**src/rtl/timer_control.sv**
```systemverilog
// Upstream control for the countdown/stopwatch digit counters: button
// synchronisation and debounce, the IDLE/SET/RUN mode machine that drives
// the shared state bus, and the four-digit preset register.
module timer_control #(
  parameter int          DEBOUNCE_CYCLES = 500000,
  parameter logic [15:0] DIGIT_MAX       = 16'h5959
) (
  input  logic        clk,
  input  logic        reset,
  input  logic        btn_reset,
  input  logic        btn_set,
  input  logic        btn_start,
  input  logic        btn_inc,
  input  logic        btn_sel,
  output logic [3:0]  state,
  output logic [15:0] set_bits,
  output logic [1:0]  sel_digit,
  output logic        editing
);

  localparam int NB    = 5;
  localparam int CNT_W = $clog2(DEBOUNCE_CYCLES + 1);
  localparam logic [CNT_W-1:0] CNT_LAST = CNT_W'(DEBOUNCE_CYCLES - 1);

  // Button bit positions inside the conditioned vectors.
  localparam int B_RST   = 0;
  localparam int B_SET   = 1;
  localparam int B_START = 2;
  localparam int B_INC   = 3;
  localparam int B_SEL   = 4;

  typedef enum logic [3:0] {
    S_IDLE = 4'd0,
    S_SET  = 4'd1,
    S_RUN  = 4'd3
  } mode_t;

  logic [NB-1:0]    w_raw;
  logic [NB-1:0]    r_sync1, r_sync2;
  logic [NB-1:0]    r_db, r_db_d, r_pulse;
  logic [CNT_W-1:0] r_cnt [NB];

  mode_t       r_mode, w_mode_nxt;
  logic [15:0] r_set_bits, w_set_bits_nxt;
  logic [1:0]  r_sel, w_sel_nxt;
  logic [3:0]  w_digit, w_dmax, w_digit_inc;

  assign w_raw = {btn_sel, btn_inc, btn_start, btn_set, btn_reset};

  // Two-flop synchroniser for the raw, clock-asynchronous buttons.
  always_ff @(posedge clk or posedge reset) begin
    if (reset) begin
      r_sync1 <= '0;
      r_sync2 <= '0;
    end else begin
      r_sync1 <= w_raw;
      r_sync2 <= r_sync1;
    end
  end

  // Debounce: accept a new level only after DEBOUNCE_CYCLES consecutive disagreeing samples.
  always_ff @(posedge clk or posedge reset) begin
    if (reset) begin
      for (int i = 0; i < NB; i++) r_cnt[i] <= '0;
      r_db <= '0;
    end else begin
      for (int i = 0; i < NB; i++) begin
        if (r_sync2[i] != r_db[i]) begin
          if (r_cnt[i] == CNT_LAST) begin
            r_db[i]  <= ~r_db[i];
            r_cnt[i] <= '0;
          end else begin
            r_cnt[i] <= r_cnt[i] + CNT_W'(1);
          end
        end else begin
          r_cnt[i] <= '0;
        end
      end
    end
  end

  // One-cycle press pulse on each rising edge of the debounced level; releases are silent.
  always_ff @(posedge clk or posedge reset) begin
    if (reset) begin
      r_db_d  <= '0;
      r_pulse <= '0;
    end else begin
      r_db_d  <= r_db;
      r_pulse <= r_db & ~r_db_d;
    end
  end

  // Mode, preset and digit-select registers.
  always_ff @(posedge clk or posedge reset) begin
    if (reset) begin
      r_mode     <= S_IDLE;
      r_set_bits <= '0;
      r_sel      <= '0;
    end else begin
      r_mode     <= w_mode_nxt;
      r_set_bits <= w_set_bits_nxt;
      r_sel      <= w_sel_nxt;
    end
  end

  assign w_digit     = r_set_bits[{r_sel, 2'b00} +: 4];
  assign w_dmax      = DIGIT_MAX[{r_sel, 2'b00} +: 4];
  assign w_digit_inc = (w_digit == w_dmax) ? 4'd0 : w_digit + 4'd1;

  // Next-state and edit logic; only the highest-priority pulse acts (reset > start > set > sel > inc).
  always_comb begin
    w_mode_nxt     = r_mode;
    w_set_bits_nxt = r_set_bits;
    w_sel_nxt      = r_sel;
    if (r_pulse[B_RST]) begin
      w_mode_nxt = S_IDLE;
    end else if (r_pulse[B_START]) begin
      w_mode_nxt = S_RUN;
    end else if (r_pulse[B_SET]) begin
      case (r_mode)
        S_IDLE: begin
          w_mode_nxt = S_SET;
          w_sel_nxt  = 2'd0;
        end
        S_SET:   w_mode_nxt = S_IDLE;
        default: w_mode_nxt = r_mode;
      endcase
    end else if (r_pulse[B_SEL]) begin
      if (r_mode == S_SET) w_sel_nxt = r_sel + 2'd1;
    end else if (r_pulse[B_INC]) begin
      if (r_mode == S_SET) w_set_bits_nxt[{r_sel, 2'b00} +: 4] = w_digit_inc;
    end
  end

  assign state     = r_mode;
  assign set_bits  = r_set_bits;
  assign sel_digit = r_sel;
  assign editing   = (r_mode == S_SET);

endmodule

```
**config.mk**
```make
export PLATFORM = sky130hd
export DESIGN_NAME = timer_control
export DESIGN_NICKNAME = d
export VERILOG_FILES = /design/src/rtl/timer_control.sv
export SDC_FILE = /design/constraint.sdc
export NUM_CORES = 1
export LEC_CHECK = 0
export BUFFER_PORTS_ARGS = -buffer_cell sky130_fd_sc_hd__buf_4
export CAP_MARGIN = 20
export CORE_MARGIN = 2
export CORE_UTILIZATION = 43
export DETAILED_ROUTE_END_ITERATION = 7
export PLACE_DENSITY_LB_ADDON = 0.1
export SLEW_MARGIN = 20
export SYNTH_ARGS = -nofsm -noshare
export SYNTH_HDL_FRONTEND = slang
export SYNTH_SLANG_ARGS = --single-unit
```
**constraint.sdc**
```tcl
create_clock -name clk -period 9 [get_ports clk]
set_input_delay 1.8 -clock clk [delete_from_list [all_inputs] [get_ports clk]]
set_output_delay 1.8 -clock clk [all_outputs]
set_load 0.02 [all_outputs]
```
* Word level (Yosys, flattened, before mapping)
Cells that the tools add are included.
** Operators by class
- $add $sub $neg :: 8
- Mux-type cells :: 20
- Equality and inequality tests :: 13
- Bitwise logic cells :: 11
- Reduce and logical (&&, ||, !) cells :: 13
- Shifts and indexed selects :: 4
** Operator list (number)
- 19-bit 2-to-1 mux :: 10
- 19-bit by 1-bit adder with 19-bit output (second input constant) :: 5
- 19-bit equality test (second input constant) :: 5
- 16-bit bitwise mux :: 1
- 4-bit 2-to-1 mux :: 4
- 4-bit by 6-bit variable shift with 16-bit output (first input constant) :: 1
- 16-bit by 5-bit indexed part select with 4-bit output :: 1
- 16-bit by 5-bit indexed part select with 4-bit output (first input constant) :: 1
- 4-bit by 6-bit indexed part select with 16-bit output :: 1
- 2-bit AND reduction :: 6
- 1-bit inverter :: 9
- 2-bit 2-to-1 mux :: 4
- 4-bit case mux with 2 select lines :: 1
- 4-bit negation with 6-bit output :: 1
- 6-bit AND reduction :: 1
- 5-bit AND :: 1
- 1-bit inequality test :: 5
- 5-bit inverter :: 1
- 5-bit AND reduction :: 1
- 4-bit by 1-bit adder with 4-bit output (second input constant) :: 1
- 4-bit by 1-bit equality test with 1-bit output (second input constant) :: 1
- 4-bit equality test :: 1
- 4-bit zero test :: 1
- 2-bit nonzero test :: 2
- 4 further kinds :: 4
** Word-level totals
- Output and inout bits :: 23
- Bits in registers :: 142

* Logic depth before layout (Yosys ltp)
Gate-level depths: netlist (run 1).
- Depth after elaboration :: 5
- Gate-level depth with buffers :: 8
- Gate-level depth less buffers :: 7

* Worst setup path after synthesis (run 1)
OpenSTA, ideal clock, no wires.
- Kind :: reg2out
- From :: register r_mode[0] (netlist: state[0])
- To :: output port editing
- Data arrival time :: 0.894 ns
- Cell stages (with the launch flop) :: 2
- Buffers on the path :: 0
- Setup slack :: 6.306 ns
- Path through :: dfrtp_1 > nor2b_1
** Between the ends
- Cells in the longest elaborated chain, start to end :: 1
** Ends and longest elaborated chain
- start, declared :: RTL line 43 : mode_t r_mode, w_mode_nxt;
- start signal, assigned :: RTL line 100 : r_mode <= w_mode_nxt;
- 4-bit by 1-bit equality test with 1-bit output :: RTL line 138 : assign editing = (r_mode == S_SET);
- end, declared :: RTL line 18 : output logic editing
Every way passes these cells.

* Worst setup path after layout (run 1)
- From :: register r_sel[0] (netlist: sel_digit[0])
- To :: output port sel_digit[0]
** RTL lines
- start, declared :: RTL line 45 : logic [1:0] r_sel, w_sel_nxt;
- start signal, assigned :: RTL line 102 : r_sel <= w_sel_nxt;
- end, declared :: RTL line 17 : output logic [1:0] sel_digit,
No word-level cell between the ends.

==> results.json, run 1 <==
{
  "placedCellCount": 884,
  "fin_nets": 711,
  "synth.distinct_cells": 48,
  "synthFlopType": "dfrtp_1",
  "start_util_pct": 44.2,
  "fin_crit_sh_pct": 35.1,
  "boundaryPins": 30,
  "utilization_pct": 51.6,
  "num-fill-cells": 1383,
  "dieArea_sq_um": 16700,
  "worst_slack_ps": 5840,
  "max_cap_viol_count": 0,
  "htreeDepth": 4,
  "final_layout_size_suffix_gt1_share_pct": 11.8,
  "power_density_nw_per_um2": 196,
  "clock_skew_ps": 5.88,
  "ctsRootBufferMaster": "clkbuf_16",
  "vias": 4956,
  "postCtsHoldBufs": 0,
  "place_congestion": 0.774,
  "grt_max_degree": 82,
  "cts_resized": 0,
  "vdd_ir_drop_max_uv": 137,
  "setup_tns_ps": 0,
  "ant_nets": 0,
  "reg2reg_slack_ps": 6420,
  "drt_iter0_markers": 247,
  "worst-path-buf-inv": 1,
  "finalHoldViolCount": 0,
  "synth_edf_count": 0,
  "fp.coreArea_sq_um": 15300,
  "power.share.clock_pct": 55.8,
  "wl_mm": 13.2,
  "cts_buffer_depth": 2,
  "grt.total_usage_pct": 17.4,
  "multi_input_area_sq_um": 3110,
  "cts_buffers": 17,
  "slew_viol_final": 0,
  "die_w_um": 129,
  "dr.pass1.iters": 5,
  "netlist_instances": 658,
  "tritoncts": "done",
  "p_sw_share_pct": 19.2,
  "grt_pass1_vias": 5013,
  "async_flop_share_pct": 100,
  "insertion_delay_ps": 420,
  "cts_sinks": 140,
  "switching_power_uw": 295,
  "yosysMostFrequentCell": "dfrtp_1",
  "dp_hpwl_mm": 8.90,
  "cp_max_fo": 16,
  "worstPathRequired_ps": 7200,
  "grt_pass1_wl_mm": 23.3,
  "critical_path.max_stage_delay_ps": 700,
  "finalCriticalPeriod_ps": 3160,
  "place_ws_ps": 5550,
  "seq_power_share_pct": 41.8,
  "power.leakage_uw": 0.00330,
  "ys_ff_latch": 140,
  "seqCellArea_sq_um": 3500,
  "min-delay-path-class": "flip-flop to flip-flop",
  "row_count": 45,
  "yosys.area.top_type_share_pct": 51.9,
  "antenna_found_initial": 0,
  "portBuffers": 27,
  "vias_per_cell": 5.41,
  "fmax_mhz": 316,
  "fin_cells": 916,
  "yosys-top-cells-count": "dfrtp_1, nor2_1, nand2_1, nand3_1, xor2_1",
  "critical_path_class": "flip-flop to output port",
  "synth_warnings": 0,
  "grt_remaining_overflow": 0,
  "ys_seq_area_share_pct": 51.9,
  "synth_area_leaders": "dfrtp_1, xor2_1, nor2_1, nand2_1, xnor2_1",
  "diodes": 0,
  "cts_setup_buffers": 0,
  "crit_path_end_kind": "output port",
  "dieHeight_um": 129,
  "setup_violations": 0,
  "synth_largest_area_cell": "dfrtp_1",
  "syn-cell-area_sq_um": 6750,
  "critPathSlowestCell": "dfrtp_1",
  "worst_ep_arrival_time_ps": 1360,
  "wl_per_cell_um": 14.4,
  "drc": 0,
  "internal-power_uw": 1240,
  "rsz0062_at_grt": "no",
  "comb_power_share_pct": 2.4,
  "slew_headroom_pct": 45.5,
  "crit_chain": "buf_4",
  "tightestPinTransition_ps": 811,
  "outcome": "completed",
  "clkTransAtPathRegs_ps": 60,
  "hold_ws_ps": 347,
  "crit_family": "flip-flops",
  "syn_area_per_cell_sq_um": 10.3,
  "critPathLaunchType": "flip-flop",
  "synthToLayoutAreaGrowth_pct": 16.7
}
## metal layers
metal  GRT usage, %  share of wire, %  up-vias
met5              0                 0        -
met4           5.95               1.3        0
met3           4.21               3.3       14
met2           28.0                47       82
met1           23.2                48     2422
li1               -                 -     2438
## state kept, by name (all words and copies together) (netlist names)
register	cells
r_cnt	95
r_pulse	5
r_sync1	5
sel_digit	2
r_sync2	5
set_bits	16
r_db	5
state	2
r_db_d	5
## final timing paths
| path | end | startpoint | depth (start not counted) |
|---|---|---|---|
| setup / recovery | sel_digit[0] | sel_digit[0] | 1 |
| hold / removal | r_sync2[4] | r_sync1[4] | 0 |
| setup reg to reg | set_bits[15] | sel_digit[0] | 6 |
| hold reg to reg | r_sync2[4] | r_sync1[4] | 0 |
| max in group asynchronous | r_cnt[14] | reset | 3 |
| min in group asynchronous | r_sync1[3] | reset | 2 |
## final cells by class
type | instances | area share, %
flip-flops and latches | 140 | 44.5
clock buffers | 21 | 5.97
inverters | 10 | 0.540
well taps | 211 | 3.35
multi-input cells | 494 | 39.5
clock inverters | 11 | 3.30
repair buffers | 29 | 2.81
## logic make-up after synthesis
group | share of synthesized area (%)
and+or+nand+nor | 25.1
buffers and inverters | 2.00
other | 0.0556
DFF | 51.9
xor gates and xnor gates | 7.79
AOI/OAI and AO/OA | 8.51
adders and majority gates | 2.22
muxes | 2.43
## stage by stage
step | total power (uW) | cell area [sq um]
final | 1540 | 7880
after CTS | 1560 | 7870
after detailed placement | 694 | 7140
after global placement | 693 | 7140
after global routing | 1590 | 7880
after floorplan | 683 | 6750
## placed cells by master (no fill, tap or decap), types with 4 or more instances in the layout
cell type / netlist / routed
and4_1: 12 / 12
nor4_1: 5 / 5
nor2_1: 75 / 75
o41ai_1: 4 / 4
o31ai_1: 11 / 11
o21ai_0: 30 / 30
ha_1: 12 / 12
inv_1: 10 / 9
dfrtp_1: 140 / 140
or4_4: 4 / 4
buf_4: 3 / 28
nand4_1: 26 / 26
and2_1: 14 / 14
and3_1: 6 / 6
clkbuf_16: 0 / 17
or2_2: 5 / 5
bufinv_16: 0 / 8
nor3_1: 7 / 7
a21oi_1: 33 / 33
or4_1: 15 / 15
xnor2_1: 24 / 24
o21ai_1: 5 / 5
mux2_2: 5 / 5
nand3_1: 38 / 38
xor2_1: 36 / 36
or3_1: 27 / 27
nor2b_1: 6 / 6
nand2_1: 62 / 62
o21ai_4: 4 / 4
## power groups by stage
stage               Clock, uW  Sequential, uW  Combinational (uW)
global route              906             645                43.7
global placement            0             655                37.5
detailed placement          0             655                38.5
floorplan                   0             654                29.3
CTS                       876             644                38.7
finish                    859             644                37.0
No activity file was read; power rests on OpenSTA's default activity.
==> run 2: changes to the inputs <==
clock period = 3.1 ns   (was 9 ns; I/O delays follow)
==> results.json, run 2 (same netlist as run 1, synthesis figures left out) <==
{
  "cts_setup_buffers": 0,
  "crit_chain": "mux4_2, ha_1, nand2_1, nor2_1, or4_4, o21ai_1",
  "slew_headroom_pct": 46.2,
  "grt_max_degree": 73,
  "vdd_ir_drop_max_uv": 364,
  "critPathLaunchType": "flip-flop",
  "critical_path_class": "flip-flop to flip-flop",
  "worst-path-buf-inv": 0,
  "setup_tns_ps": 0,
  "vias_per_cell": 5.39,
  "postCtsHoldBufs": 0,
  "rr_worst_depth": 6,
  "worstPathRequired_ps": 3440,
  "utilization_pct": 50.7,
  "outcome": "completed",
  "fp.coreArea_sq_um": 15300,
  "boundaryPins": 30,
  "grt.total_usage_pct": 17.7,
  "reg2reg_from": "sel_digit[0]",
  "drc": 0,
  "start_util_pct": 44.2,
  "reg2reg_slack_ps": 520,
  "power.leakage_uw": 0.00324,
  "dieArea_sq_um": 16700,
  "total_power_uw": 3890,
  "setup_violations": 0,
  "crit_family": "simple AND/OR/NAND/NOR gates",
  "slew_viol_final": 0,
  "largest_reg_flops": 95,
  "wl_per_cell_um": 14.4,
  "grt_pass1_vias": 4806,
  "dr.pass1.iters": 4,
  "critPathSlowestCell": "dfrtp_1",
  "cts_sinks": 140,
  "rsz0062_at_grt": "no",
  "critical_path.max_stage_delay_ps": 700,
  "final_common_cell": "dfrtp_1",
  "r2r-end": "set_bits[7]",
  "drt_iter0_markers": 319,
  "finalCriticalPeriod_ps": 2580,
  "tritoncts": "done",
  "grt_pass1_wl_mm": 23.5,
  "layout_common_cells": "dfrtp_1, nor2_1, nand2_1",
  "worst_ep_arrival_time_ps": 2930,
  "antenna_found_initial": 0,
  "power_density_nw_per_um2": 503,
  "ant_nets": 0,
  "htreeDepth": 4,
  "max_cap_viol_count": 0,
  "vias": 4955,
  "dp_hpwl_mm": 9.10,
  "dieHeight_um": 129,
  "cts_buffer_depth": 2,
  "crit_path_end_kind": "flip-flop",
  "clkTransAtPathRegs_ps": 60,
  "num-fill-cells": 1408,
  "row_count": 45,
  "die_w_um": 129,
  "portBuffers": 27,
  "cts_resized": 0,
  "finalHoldViolCount": 0,
  "cts_buffers": 17,
  "fin_nets": 714,
  "hold_ws_ps": 259,
  "synthToLayoutAreaGrowth_pct": 14.6,
  "wl_mm": 13.3,
  "diodes": 0,
  "tightestPinTransition_ps": 800,
  "final_layout_size_suffix_gt1_share_pct": 12.0,
  "place_congestion": 0.856,
  "fin_crit_sh_pct": 83.3,
  "cp_max_fo": 16,
  "largest_register": "r_cnt",
  "insertion_delay_ps": 430,
  "ctsRootBufferMaster": "clkbuf_16",
  "min-delay-path-class": "primary input to async pin",
  "grt_remaining_overflow": 0,
  "clock_skew_ps": 6.76,
  "fmax_mhz": 387
}
## run 2: cell type report
cell class                 instances  area [sq um]  area share (%)
tap                              211           264            3.41
sequential                       140          3500            45.3
multi-input combinational        494          3110            40.3
inverter                          10          41.3           0.534
timing repair buffer              32           253            3.27
clock buffer                      21           460            5.96
clock inverter                    11          95.1            1.23
## run 2: worst max path at each step
| stage | startpoint | end | slack [ps] | depth (start not counted) |
|---|---|---|---|---|
| floorplan | reset | r_cnt[0] | 730 | 1 |
| global placement | sel_digit[0] | set_bits[11] | 630 | 6 |
| detailed placement | sel_digit[0] | set_bits[7] | 550 | 6 |
| CTS | sel_digit[0] | set_bits[11] | 530 | 6 |
| global route | sel_digit[0] | set_bits[11] | 320 | 6 |
| finish | sel_digit[0] | set_bits[7] | 520 | 6 |
## run 2: metrics by stage
| step | cell area, sq um | setup slack (ps) | std cells |
|---|---|---|---|
| 2_1_floorplan | 6760 | 731 | 659 |
| 3_3_place_gp | 7180 | 626 | 887 |
| 3_5_place_dp | 7180 | 548 | 887 |
| 4_1_cts | 7730 | 526 | 919 |
| 5_1_grt | 7730 | 318 | 919 |
| 6_report | 7730 | 516 | 919 |
## run 2: power by group
group          total (uW)  switching (uW)  internal [uW]  leakage [uW]
Sequential           1870            19.2           1850       0.00192
Combinational         111            79.0           31.6       0.00105
Clock                1910             770           1140      0.000269
Total                3890             868           3020       0.00324
## run 2: per-layer routing
layer  share of wire [%]  global-route usage (%)
met1                  50                    25.2
met2                  45                    25.5
met3                 4.4                    5.04
met4                 1.4                    7.16
met5                   0                       0
## run 2: worst reg2reg max path, stage by stage, from the launching register on
cell and delay [ps]:
dfrtp_1 700, mux4_2 680, ha_1 260, nand2_1 110
nor2_1 50, or4_4 560, o21ai_1 150
==> run 3: changes to the inputs <==
clock period = 2.7 ns   (was 3.1 ns; I/O delays follow)
==> results.json, run 3 (same netlist as run 1, synthesis figures left out) <==
{
  "tritoncts": "done",
  "hold_end": "r_sync1[4]",
  "die_w_um": 129,
  "power.leakage_uw": 0.00326,
  "layout_common_cells": "dfrtp_1, nor2_1, nand2_1",
  "postCtsHoldBufs": 0,
  "vdd_ir_drop_max_uv": 496,
  "place_congestion": 0.825,
  "cts_buffer_depth": 2,
  "diodes": 0,
  "start_util_pct": 44.2,
  "cp_max_fo": 8,
  "dieHeight_um": 129,
  "final_common_cell": "dfrtp_1",
  "grt_remaining_overflow": 0,
  "met2_usage_pct": 25.1,
  "vias_per_cell": 5.35,
  "final_layout_size_suffix_gt1_share_pct": 11.9,
  "synthToLayoutAreaGrowth_pct": 15.0,
  "whs_path_depth": 1,
  "boundaryPins": 30,
  "reg2reg_slack_ps": 350,
  "outcome": "completed",
  "grt.total_usage_pct": 17.0,
  "slew_headroom_pct": 51.2,
  "ctsRootBufferMaster": "clkbuf_16",
  "dieArea_sq_um": 16700,
  "largest_reg_flops": 95,
  "setup_violations": 0,
  "busiest_layer": "met2",
  "vias": 4910,
  "grt_pass1_vias": 4711,
  "cts_buffers": 17,
  "antenna_found_initial": 0,
  "insertion_delay_ps": 420,
  "reg2reg_from": "sel_digit[0]",
  "max_cap_viol_count": 0,
  "startpoint": "sel_digit[0]",
  "cts_sinks": 140,
  "drc": 0,
  "drt_iter0_markers": 358,
  "dr.pass1.iters": 5,
  "largest_register": "r_cnt",
  "slew_viol_final": 0,
  "clkTransAtPathRegs_ps": 60,
  "finalHoldViolCount": 0,
  "htreeDepth": 4,
  "portBuffers": 27,
  "met1_usage_pct": 24.3,
  "utilization_pct": 50.9,
  "rr_worst_depth": 6,
  "power_density_nw_per_um2": 582,
  "hold_ws_ps": 228,
  "rsz0062_at_grt": "no",
  "crit_path_end_kind": "flip-flop",
  "worstPathRequired_ps": 3030,
  "critical_path_class": "flip-flop to flip-flop",
  "worst_slack_ps": 350,
  "hold_start": "btn_sel",
  "setup_tns_ps": 0,
  "fmax_mhz": 425,
  "critPathLaunchType": "flip-flop",
  "fin_crit_sh_pct": 87.0,
  "met3_usage_pct": 4.50,
  "grt_pass1_wl_mm": 22.7,
  "cts_resized": 0,
  "min-delay-path-class": "primary input to flip-flop",
  "fp.coreArea_sq_um": 15300,
  "grt_max_degree": 55,
  "worst_ep_arrival_time_ps": 2680,
  "dp_hpwl_mm": 8.78,
  "cts_setup_buffers": 0,
  "ant_nets": 0,
  "row_count": 45,
  "fin_nets": 715,
  "r2r-end": "set_bits[3]",
  "wl_per_cell_um": 14.2,
  "finalCriticalPeriod_ps": 2350,
  "clock_skew_ps": 6.71,
  "place_ws_ps": 351,
  "tightestPinTransition_ps": 731,
  "wl_mm": 13.0
}
[run 3: changes by cell type in the layout (fill, tap and decap cells not counted), sizes merged]
cell      delta
buf          +1
clkinv       -2
clkinvlp     -2
bufinv       +1
clkbuf       +1
[run 3: per-layer routing]
layer / vias up / wire length, um
met5: - / 0
met1: 2396 / 6710
li1: 2431 / -
met4: 0 / 145
met2: 70 / 5790
met3: 13 / 380
[run 3: final cells by class]
| cell class | instances | area [sq um] |
|---|---|---|
| repair buffers | 33 | 273 |
| flip-flops and latches | 140 | 3500 |
| inverters | 10 | 41.3 |
| fillers | 1371 | 7500 |
| clock inverters | 8 | 92.6 |
| multi-input cells | 494 | 3110 |
| well taps | 211 | 264 |
| clock buffers | 22 | 474 |
[run 3: stage by stage]
step	cell area (sq um)	total power, uW	std cells
2_1_floorplan	6760	2280	659
3_3_place_gp	7200	2310	888
3_5_place_dp	7200	2320	888
4_1_cts	7760	4590	918
5_1_grt	7760	4710	918
6_report	7760	4520	918
[run 3: report_power, final]
part           switching (uW)  internal (uW)  leakage [uW]
logic                    92.0           37.7       0.00106
clock network             827           1410      0.000281
registers                22.3           2130       0.00192
total                     941           3580       0.00326
[run 3: critical path, cell delays in order (launching register included)]
cell     delay [ps]
dfrtp_1         540
mux4_2          640
ha_1            250
nand2_1          90
nor2_1           50
or4_4           550
o21ai_1         160
[run 3: worst max path at each step]
stage,end,slack (ps),cells past startpoint
after floorplan,r_cnt[0],410,1
after global placement,set_bits[15],440,6
after detailed placement,set_bits[3],350,6
after CTS,set_bits[7],340,6
after global routing,set_bits[3],200,6
final,set_bits[3],350,6
